`src/rtl/artec_dma_axi_writer.sv`:
```
// -----------------------------------------------------------------------------
// artec_dma_axi_writer
// Downstream stage of the DMA channel buffer. Turns each task (address, beat
// count, eof) into one AXI4 INCR write burst, streams the data beats through
// to the W channel, and tracks outstanding B responses. Completion (frame_done)
// and error status are reported to the register block.
//
// Optional feature: define ARTEC_DMA_WR_ERR_CNT_EN to add err_cnt_o[15:0], a
// saturating count of error B responses, cleared by clear_i.
// -----------------------------------------------------------------------------
module artec_dma_axi_writer #(
    parameter int DW              = 512,
    parameter int AW              = 32,
    parameter int PACKET_SIZE     = 32,
    parameter int MAX_OUTSTANDING = 4
) (
    input  logic                             clk,
    input  logic                             rstn,
    input  logic                             clear_i,
    // task stream
    input  logic                             task_valid_i,
    output logic                             task_ready_o,
    input  logic [AW-1:0]                    task_addr_i,
    input  logic [$clog2(PACKET_SIZE+1)-1:0] task_num_i,
    input  logic                             task_eof_i,
    // data stream
    input  logic                             data_valid_i,
    output logic                             data_ready_o,
    input  logic [DW-1:0]                    data_i,
    // AXI4 write address channel
    output logic [AW-1:0]                    m_awaddr,
    output logic [7:0]                       m_awlen,
    output logic [2:0]                       m_awsize,
    output logic [1:0]                       m_awburst,
    output logic                             m_awvalid,
    input  logic                             m_awready,
    // AXI4 write data channel
    output logic [DW-1:0]                    m_wdata,
    output logic [DW/8-1:0]                  m_wstrb,
    output logic                             m_wlast,
    output logic                             m_wvalid,
    input  logic                             m_wready,
    // AXI4 write response channel
    input  logic [1:0]                       m_bresp,
    input  logic                             m_bvalid,
    output logic                             m_bready,
    // status
    output logic                             busy_o,
    output logic                             frame_done_o,
`ifdef ARTEC_DMA_WR_ERR_CNT_EN
    output logic [15:0]                      err_cnt_o,
`endif
    output logic                             err_o
);

    localparam int OW = $clog2(MAX_OUTSTANDING + 1);
    localparam logic [OW-1:0] MAX_OUT = OW'(MAX_OUTSTANDING);

    typedef enum logic [1:0] {IDLE, ADDR, DATA} state_t;

    state_t                     state_q, state_d;
    logic [AW-1:0]              awaddr_q, awaddr_d;
    logic [7:0]                 awlen_q, awlen_d;
    logic                       eof_q, eof_d;
    logic                       awvalid_q, awvalid_d;
    logic [7:0]                 beat_q, beat_d;
    logic [OW-1:0]              out_q, out_d;
    logic [MAX_OUTSTANDING-1:0] eof_fifo_q, eof_fifo_d;
    logic                       frame_done_q, frame_done_d;
    logic                       err_q, err_d;
`ifdef ARTEC_DMA_WR_ERR_CNT_EN
    logic [15:0]                err_cnt_q, err_cnt_d;
`endif

    logic          task_hs;
    logic          aw_hs;
    logic          w_hs;
    logic          b_pop;
    logic          b_err;
    logic [OW-1:0] push_idx;

    assign task_hs  = task_valid_i && task_ready_o;
    assign aw_hs    = awvalid_q && m_awready;
    assign w_hs     = m_wvalid && m_wready;
    // A response with nothing outstanding is spurious and dropped entirely.
    assign b_pop    = m_bvalid && (out_q != '0);
    assign b_err    = b_pop && (m_bresp != 2'b00);
    // On a simultaneous pop the FIFO shifts down first, so the new entry lands
    // one slot lower.
    assign push_idx = out_q - OW'(b_pop);

    // Burst sequencing: accept a task, present AW, then count W beats to wlast.
    always_comb begin
        // NOTE: every variable gets a default first so no latch is inferred.
        state_d   = state_q;
        awaddr_d  = awaddr_q;
        awlen_d   = awlen_q;
        eof_d     = eof_q;
        awvalid_d = awvalid_q;
        beat_d    = beat_q;
        case (state_q)
            IDLE: begin
                // Zero-beat tasks are consumed here without any AXI traffic.
                if (task_hs && (task_num_i != '0)) begin
                    awaddr_d  = task_addr_i;
                    awlen_d   = 8'(task_num_i) - 8'd1;
                    eof_d     = task_eof_i;
                    awvalid_d = 1'b1;
                    state_d   = ADDR;
                end
            end
            ADDR: begin
                if (aw_hs) begin
                    awvalid_d = 1'b0;
                    beat_d    = 8'd0;
                    state_d   = DATA;
                end
            end
            DATA: begin
                if (w_hs) begin
                    beat_d = beat_q + 8'd1;
                    if (m_wlast) begin
                        state_d = IDLE;
                    end
                end
            end
            default: state_d = IDLE;
        endcase
    end

    // Outstanding-burst bookkeeping and status: eof FIFO in issue order.
    always_comb begin
        out_d        = out_q;
        eof_fifo_d   = eof_fifo_q;
        frame_done_d = b_pop && eof_fifo_q[0];
        if (b_pop) begin
            eof_fifo_d = eof_fifo_q >> 1;
        end
        if (aw_hs) begin
            for (int i = 0; i < MAX_OUTSTANDING; i++) begin
                if (OW'(i) == push_idx) begin
                    eof_fifo_d[i] = eof_q;
                end
            end
        end
        case ({aw_hs, b_pop})
            2'b10:   out_d = out_q + OW'(1);
            2'b01:   out_d = out_q - OW'(1);
            default: out_d = out_q;
        endcase
        // An error arriving in the same cycle as clear_i is not lost.
        if (b_err) begin
            err_d = 1'b1;
        end else if (clear_i) begin
            err_d = 1'b0;
        end else begin
            err_d = err_q;
        end
`ifdef ARTEC_DMA_WR_ERR_CNT_EN
        if (clear_i) begin
            err_cnt_d = b_err ? 16'd1 : 16'd0;
        end else if (b_err && (err_cnt_q != 16'hFFFF)) begin
            err_cnt_d = err_cnt_q + 16'd1;
        end else begin
            err_cnt_d = err_cnt_q;
        end
`else
        // Without the counter, error reporting is the sticky err_o flag only.
`endif
    end

    // State register for the FSM, counters, eof FIFO and status flags.
    always_ff @(posedge clk or negedge rstn) begin
        if (!rstn) begin
            // NOTE: the eof FIFO is a handful of flops, so it is reset along
            // with everything else rather than left undefined.
            state_q      <= IDLE;
            awaddr_q     <= '0;
            awlen_q      <= '0;
            eof_q        <= 1'b0;
            awvalid_q    <= 1'b0;
            beat_q       <= '0;
            out_q        <= '0;
            eof_fifo_q   <= '0;
            frame_done_q <= 1'b0;
            err_q        <= 1'b0;
`ifdef ARTEC_DMA_WR_ERR_CNT_EN
            err_cnt_q    <= '0;
`endif
        end else begin
            // NOTE: non-blocking assignments so all flops update together.
            state_q      <= state_d;
            awaddr_q     <= awaddr_d;
            awlen_q      <= awlen_d;
            eof_q        <= eof_d;
            awvalid_q    <= awvalid_d;
            beat_q       <= beat_d;
            out_q        <= out_d;
            eof_fifo_q   <= eof_fifo_d;
            frame_done_q <= frame_done_d;
            err_q        <= err_d;
`ifdef ARTEC_DMA_WR_ERR_CNT_EN
            err_cnt_q    <= err_cnt_d;
`endif
        end
    end

    assign task_ready_o = (state_q == IDLE) && (out_q < MAX_OUT);

    assign m_awaddr     = awaddr_q;
    assign m_awlen      = awlen_q;
    assign m_awsize     = 3'($clog2(DW / 8));
    assign m_awburst    = 2'b01;
    assign m_awvalid    = awvalid_q;

    // Data beats pass straight through; only the handshake is gated by state.
    assign m_wdata      = data_i;
    assign m_wstrb      = '1;
    assign m_wvalid     = (state_q == DATA) && data_valid_i;
    assign data_ready_o = (state_q == DATA) && m_wready;
    assign m_wlast      = (state_q == DATA) && (beat_q == awlen_q);

    assign m_bready     = 1'b1;

    assign busy_o       = (state_q != IDLE) || (out_q != '0);
    assign frame_done_o = frame_done_q;
    assign err_o        = err_q;
`ifdef ARTEC_DMA_WR_ERR_CNT_EN
    assign err_cnt_o    = err_cnt_q;
`endif

endmodule

```
`config.mk`:
```
export PLATFORM = sky130hd
export DESIGN_NAME = artec_dma_axi_writer
export DESIGN_NICKNAME = d
export VERILOG_FILES = /design/src/rtl/artec_dma_axi_writer.sv
export SDC_FILE = /design/constraint.sdc
export NUM_CORES = 1
export LEC_CHECK = 0
export BUFFER_PORTS_ARGS = -buffer_cell sky130_fd_sc_hd__clkbuf_2
export CAP_MARGIN = 20
export CORE_AREA = 2 2 459 461
export CTS_CLUSTER_SIZE = 12
export DETAILED_ROUTE_END_ITERATION = 10
export DIE_AREA = 0 0 461 463
export GPL_TIMING_DRIVEN = 0
export PLACE_DENSITY_LB_ADDON = 0.25
export SLEW_MARGIN = 5
export SYNTH_ARGS = -nofsm -noshare
export SYNTH_HDL_FRONTEND = slang
export SYNTH_SLANG_ARGS = --single-unit
```
`constraint.sdc`:
```
create_clock -name clk -period 2.05 [get_ports clk]
set_input_delay 0.3075 -clock clk [delete_from_list [all_inputs] [get_ports clk]]
set_output_delay 0.3075 -clock clk [all_outputs]
set_load 0.005 [all_outputs]
```
==> flow_results.xml <==
<?xml version="1.0" encoding="UTF-8"?>
<metrics>
  <group name="outcome">
    <metric name="run_status" unit="">complete, but fails checks</metric>
    <metric name="violations" unit="">setup timing</metric>
  </group>
  <group name="timing">
    <metric name="drv_slew" unit="">0</metric>
    <metric name="hold_violations" unit="">0</metric>
    <metric name="final.period_utilization" unit="%">102.7</metric>
    <metric name="fin_crit" unit="ps">2106</metric>
    <metric name="rsz0062_at_grt" unit="">yes</metric>
    <metric name="max_slew.worst_pin.slew" unit="ps">572.0</metric>
    <metric name="max_clock_freq" unit="MHz">474.8</metric>
    <metric name="post-route-worst-setup-slack" unit="ps">-56.32</metric>
    <metric name="totalNegativeSetupSlack" unit="ps">-56.32</metric>
    <metric name="finalSetupViolCount" unit="">1</metric>
    <metric name="timing.clock.skew" unit="ps">8.507</metric>
    <metric name="worst_slew_margin_rel" unit="%">61.79</metric>
  </group>
  <group name="grt">
    <metric name="number_of_antenna_violations_at_the_first_check_in_global_routing" unit="">86</metric>
    <metric name="grt_util_all_layers" unit="%">10.17</metric>
    <metric name="first_pass_grt_wire_length" unit="microns">128400</metric>
    <metric name="via_count_of_the_first_global_routing_pass" unit="">7800</metric>
    <metric name="globalRoute.totalOverflow" unit="">0</metric>
    <metric name="grt_start_max_net_pins" unit="">44</metric>
  </group>
  <group name="synthesis">
    <metric name="synth_cells" unit="">813</metric>
    <metric name="postSynthAreaPerCell" unit="sq um">8.900</metric>
    <metric name="sequential_share_of_the_synthesized_area" unit="%">20.75</metric>
    <metric name="post-synth-top-area-fraction" unit="%">60.80</metric>
    <metric name="synth.largest_area_cell" unit="">buf_4</metric>
    <metric name="yosys_warnings" unit="">0</metric>
    <metric name="ys_types" unit="">44</metric>
    <metric name="synth_top_cells_by_count" unit="">buf_4, dfrtp_1, mux2_2</metric>
    <metric name="asyncSetResetFlopFracSynth" unit="%">100.0</metric>
    <metric name="synth_enable_flop_cells" unit="">0</metric>
    <metric name="synth.ff_latch_count" unit="">60</metric>
    <metric name="ys.flop_type" unit="">dfrtp_1</metric>
    <metric name="synth.most_common_cell" unit="">buf_4</metric>
    <metric name="synth_area" unit="sq um">7236</metric>
    <metric name="netlist_top_cells_area" unit="">buf_4, dfrtp_1, mux2_2, mux2_4, xor2_1</metric>
  </group>
  <group name="detailed_routing">
    <metric name="ant_nets" unit="">0</metric>
    <metric name="postRouteWirelength" unit="microns">114200</metric>
    <metric name="drt_initial_violations" unit="">204</metric>
    <metric name="post_drt_via_cell_ratio" unit="">1.805</metric>
    <metric name="routed_wire_length_per_instance" unit="microns">26.35</metric>
    <metric name="routed_vias" unit="">7823</metric>
    <metric name="firstDrtPassIters" unit="">6</metric>
    <metric name="drt_drc_violations_left" unit="">0</metric>
  </group>
  <group name="clock_tree">
    <metric name="tritoncts" unit="">built</metric>
    <metric name="cts_inserted_buffers" unit="">9</metric>
    <metric name="insertion_delay" unit="ps">360</metric>
    <metric name="tritoncts_num_sinks" unit="">60</metric>
    <metric name="clk_pin_slew" unit="ps">70</metric>
    <metric name="ctsHtreeMaxLevel" unit="">3</metric>
    <metric name="cts-root-to-sink-buffers" unit="">2</metric>
    <metric name="clock_tree.root_cell" unit="">clkbuf_16</metric>
  </group>
  <group name="worst_hold_path">
    <metric name="min_path_cells" unit="">2</metric>
    <metric name="hold_path.startpoint" unit="">clear_i</metric>
    <metric name="hold_end" unit="">err_o$_DFFE_PN0P_</metric>
    <metric name="type_of_the_worst_min_delay_path" unit="">in2reg</metric>
  </group>
  <group name="floorplanning">
    <metric name="dieWidth" unit="microns">461</metric>
    <metric name="core.rowCount" unit="">168</metric>
    <metric name="die_y" unit="microns">463</metric>
    <metric name="floorplan.io_pins" unit="">1191</metric>
    <metric name="die_area" unit="sq um">213400</metric>
    <metric name="floorplan.initialDensity" unit="%">3.470</metric>
    <metric name="floorplan.core_area" unit="sq um">208500</metric>
  </group>
  <group name="critical_path">
    <metric name="worst_ep_required_time" unit="ps">1740</metric>
    <metric name="timing.critical_path.arrival" unit="ps">1800</metric>
    <metric name="worst-setup-path-type" unit="">reg2out</metric>
    <metric name="worst_r2r_path_depth" unit="">10</metric>
    <metric name="end_kind" unit="">output pin</metric>
    <metric name="timing.rr.end" unit="">out_q[2]$_DFFE_PN0P_</metric>
    <metric name="regToRegSetupSlack" unit="ps">100</metric>
    <metric name="critPathMaxFanout" unit="">2</metric>
    <metric name="worstReg2RegStart" unit="">out_q[2]$_DFFE_PN0P_</metric>
    <metric name="worstSetupStartpointType" unit="">flop</metric>
  </group>
  <group name="power">
    <metric name="leakage" unit="uW">0.006980</metric>
    <metric name="sw_frac_of_total" unit="%">44.30</metric>
    <metric name="power_frac_clock" unit="%">18.2</metric>
    <metric name="power_report.internal_total" unit="uW">4762</metric>
    <metric name="p_per_area" unit="nW/um^2">591.0</metric>
    <metric name="worst_ir_drop_vdd" unit="mV">0.3302</metric>
    <metric name="power.net_switching" unit="uW">3787</metric>
    <metric name="share_seq_of_total_power" unit="%">25.2</metric>
    <metric name="share_comb_of_total_power" unit="%">56.5</metric>
  </group>
  <group name="run">
    <metric name="drv_cap" unit="">0</metric>
  </group>
  <group name="place">
    <metric name="gp_congestion" unit="">0.8643</metric>
    <metric name="numPlacedInstances" unit="">4295</metric>
    <metric name="buffer_ports.inserted" unit="">608</metric>
    <metric name="place_hpwl" unit="microns">110400</metric>
  </group>
  <group name="finish">
    <metric name="final_cell_count_no_fill" unit="">4333</metric>
    <metric name="fin_nets" unit="">2072</metric>
    <metric name="utilization" unit="%">6.938</metric>
    <metric name="syn_to_final_growth" unit="%">99.93</metric>
    <metric name="post_route_cells_drive_above_1_share" unit="%">83.71</metric>
  </group>
</metrics>
[power by group through the flow]
| stage | Sequential [uW] | Clock (uW) | Combinational [uW] |
|---|---|---|---|
| after global routing | 2260 | 1680 | 5370 |
| after CTS | 2190 | 1670 | 5130 |
| final | 2160 | 1560 | 4830 |
| after global placement | 2210 | 0 | 5020 |
| after detailed placement | 2220 | 0 | 5040 |
| after floorplan | 2050 | 0 | 2190 |
[sequential cells by signal, summed over array words and instances (netlist names)]
| signal | count |
|---|---|
| beat_q | 8 |
| eof_fifo_q | 4 |
| eof_q | 1 |
| err_o | 1 |
| frame_done_o | 1 |
| m_awaddr | 32 |
| m_awlen | 7 |
| m_awvalid | 1 |
| out_q | 3 |
| state_q | 2 |
[layout by cell type (no fill, tap or decap), drive strengths merged, types with 5 or more instances in the layout]
master and instances:
a21oi 7, buf 598, clkbuf 619, conb 70
dfrtp 60, diode 18, ha 5, inv 10
mux2 36, mux2i 5, nand2 7, nor2 13
nor3 5, o21ai 16, xor2 11
[kinds of logic (layout without fill, tap and decap cells)]
family | Yosys count | after routing | share of synthesized area [%]
AOI/OAI and AO/OA | 38 | 38 | 3.459
and+or+nand+nor | 48 | 48 | 3.822
buffers and inverters | 604 | 1233 | 62.22
adders and majority gates | 6 | 6 | 1.141
DFF | 60 | 60 | 20.75
xor gates and xnor gates | 14 | 14 | 1.695
other | 2 | 88 | 0.1038
muxes | 41 | 41 | 6.813
[cell type report]
cell class                      count  area [sq um]
Antenna cell                       18         45.04
Buffer                            594          4468
Clock buffer                       10         239.0
Clock inverter                      6         48.80
Fill cell                       24707        194100
Inverter                            9         33.78
Multi-Input combinational cell    217          1501
Sequential cell                    60          1508
Tap cell                         2805          3510
Timing Repair Buffer              614          3113
[through the flow]
step / cell area (sq um) / setup WS, ps / power (uW) / hold slack, ps
2_1_floorplan: 7493 / 47.58 / 4231 / 11.91
3_3_place_gp: 14050 / -454.5 / 7224 / 473.9
3_5_place_dp: 14080 / -463.3 / 7252 / 258.4
4_1_cts: 14420 / -139.4 / 8991 / 113.3
5_1_grt: 14430 / -181.4 / 9314 / 137.6
6_report: 14470 / -56.32 / 8549 / 152.9
[worst max-delay path by stage]
stage	startpoint	to	slack (ps)	cells past startpoint
2_1_floorplan	out_q[2]$_DFFE_PN0P_	eof_fifo_q[0]$_DFF_PN0_	50	7
3_3_place_gp	out_q[2]$_DFFE_PN0P_	eof_fifo_q[3]$_DFF_PN0_	-450	8
3_5_place_dp	out_q[2]$_DFFE_PN0P_	eof_fifo_q[3]$_DFF_PN0_	-460	8
4_1_cts	m_awlen[1]$_DFFE_PN0P_	m_wlast	-140	5
5_1_grt	m_awlen[1]$_DFFE_PN0P_	m_wlast	-180	5
6_report	m_awlen[1]$_DFFE_PN0P_	m_wlast	-60	5
[metal layers]
layer / wire length, microns / part of all wire [%] / global-route usage [%] / up-vias
met5: 332 / 0.29 / 0.7240 / -
li1: - / - / - / 3322
met1: 35470 / 31 / 9.205 / 3432
met2: 51660 / 45 / 16.77 / 881
met4: 1981 / 1.7 / 1.311 / 20
met3: 24720 / 22 / 9.662 / 168
[what timing repair did]
item | in CTS | in global routing
hold buffers | 1 | 0
pin swaps | 2 | 3
hold endpoints to repair | 17 | 0
gates resized for setup | 6 | 6
buffers inserted | 4 | 0
endpoints found under the setup margin | 8 | 4
[critical path, cell delays in order (launching register included)]
cell     delay [ps]
dfrtp_2         410
xor2_1          160
nor4_2          320
o21ai_1         160
nor4_1          190
buf_2           190
(Power assumes the default switching activity.)
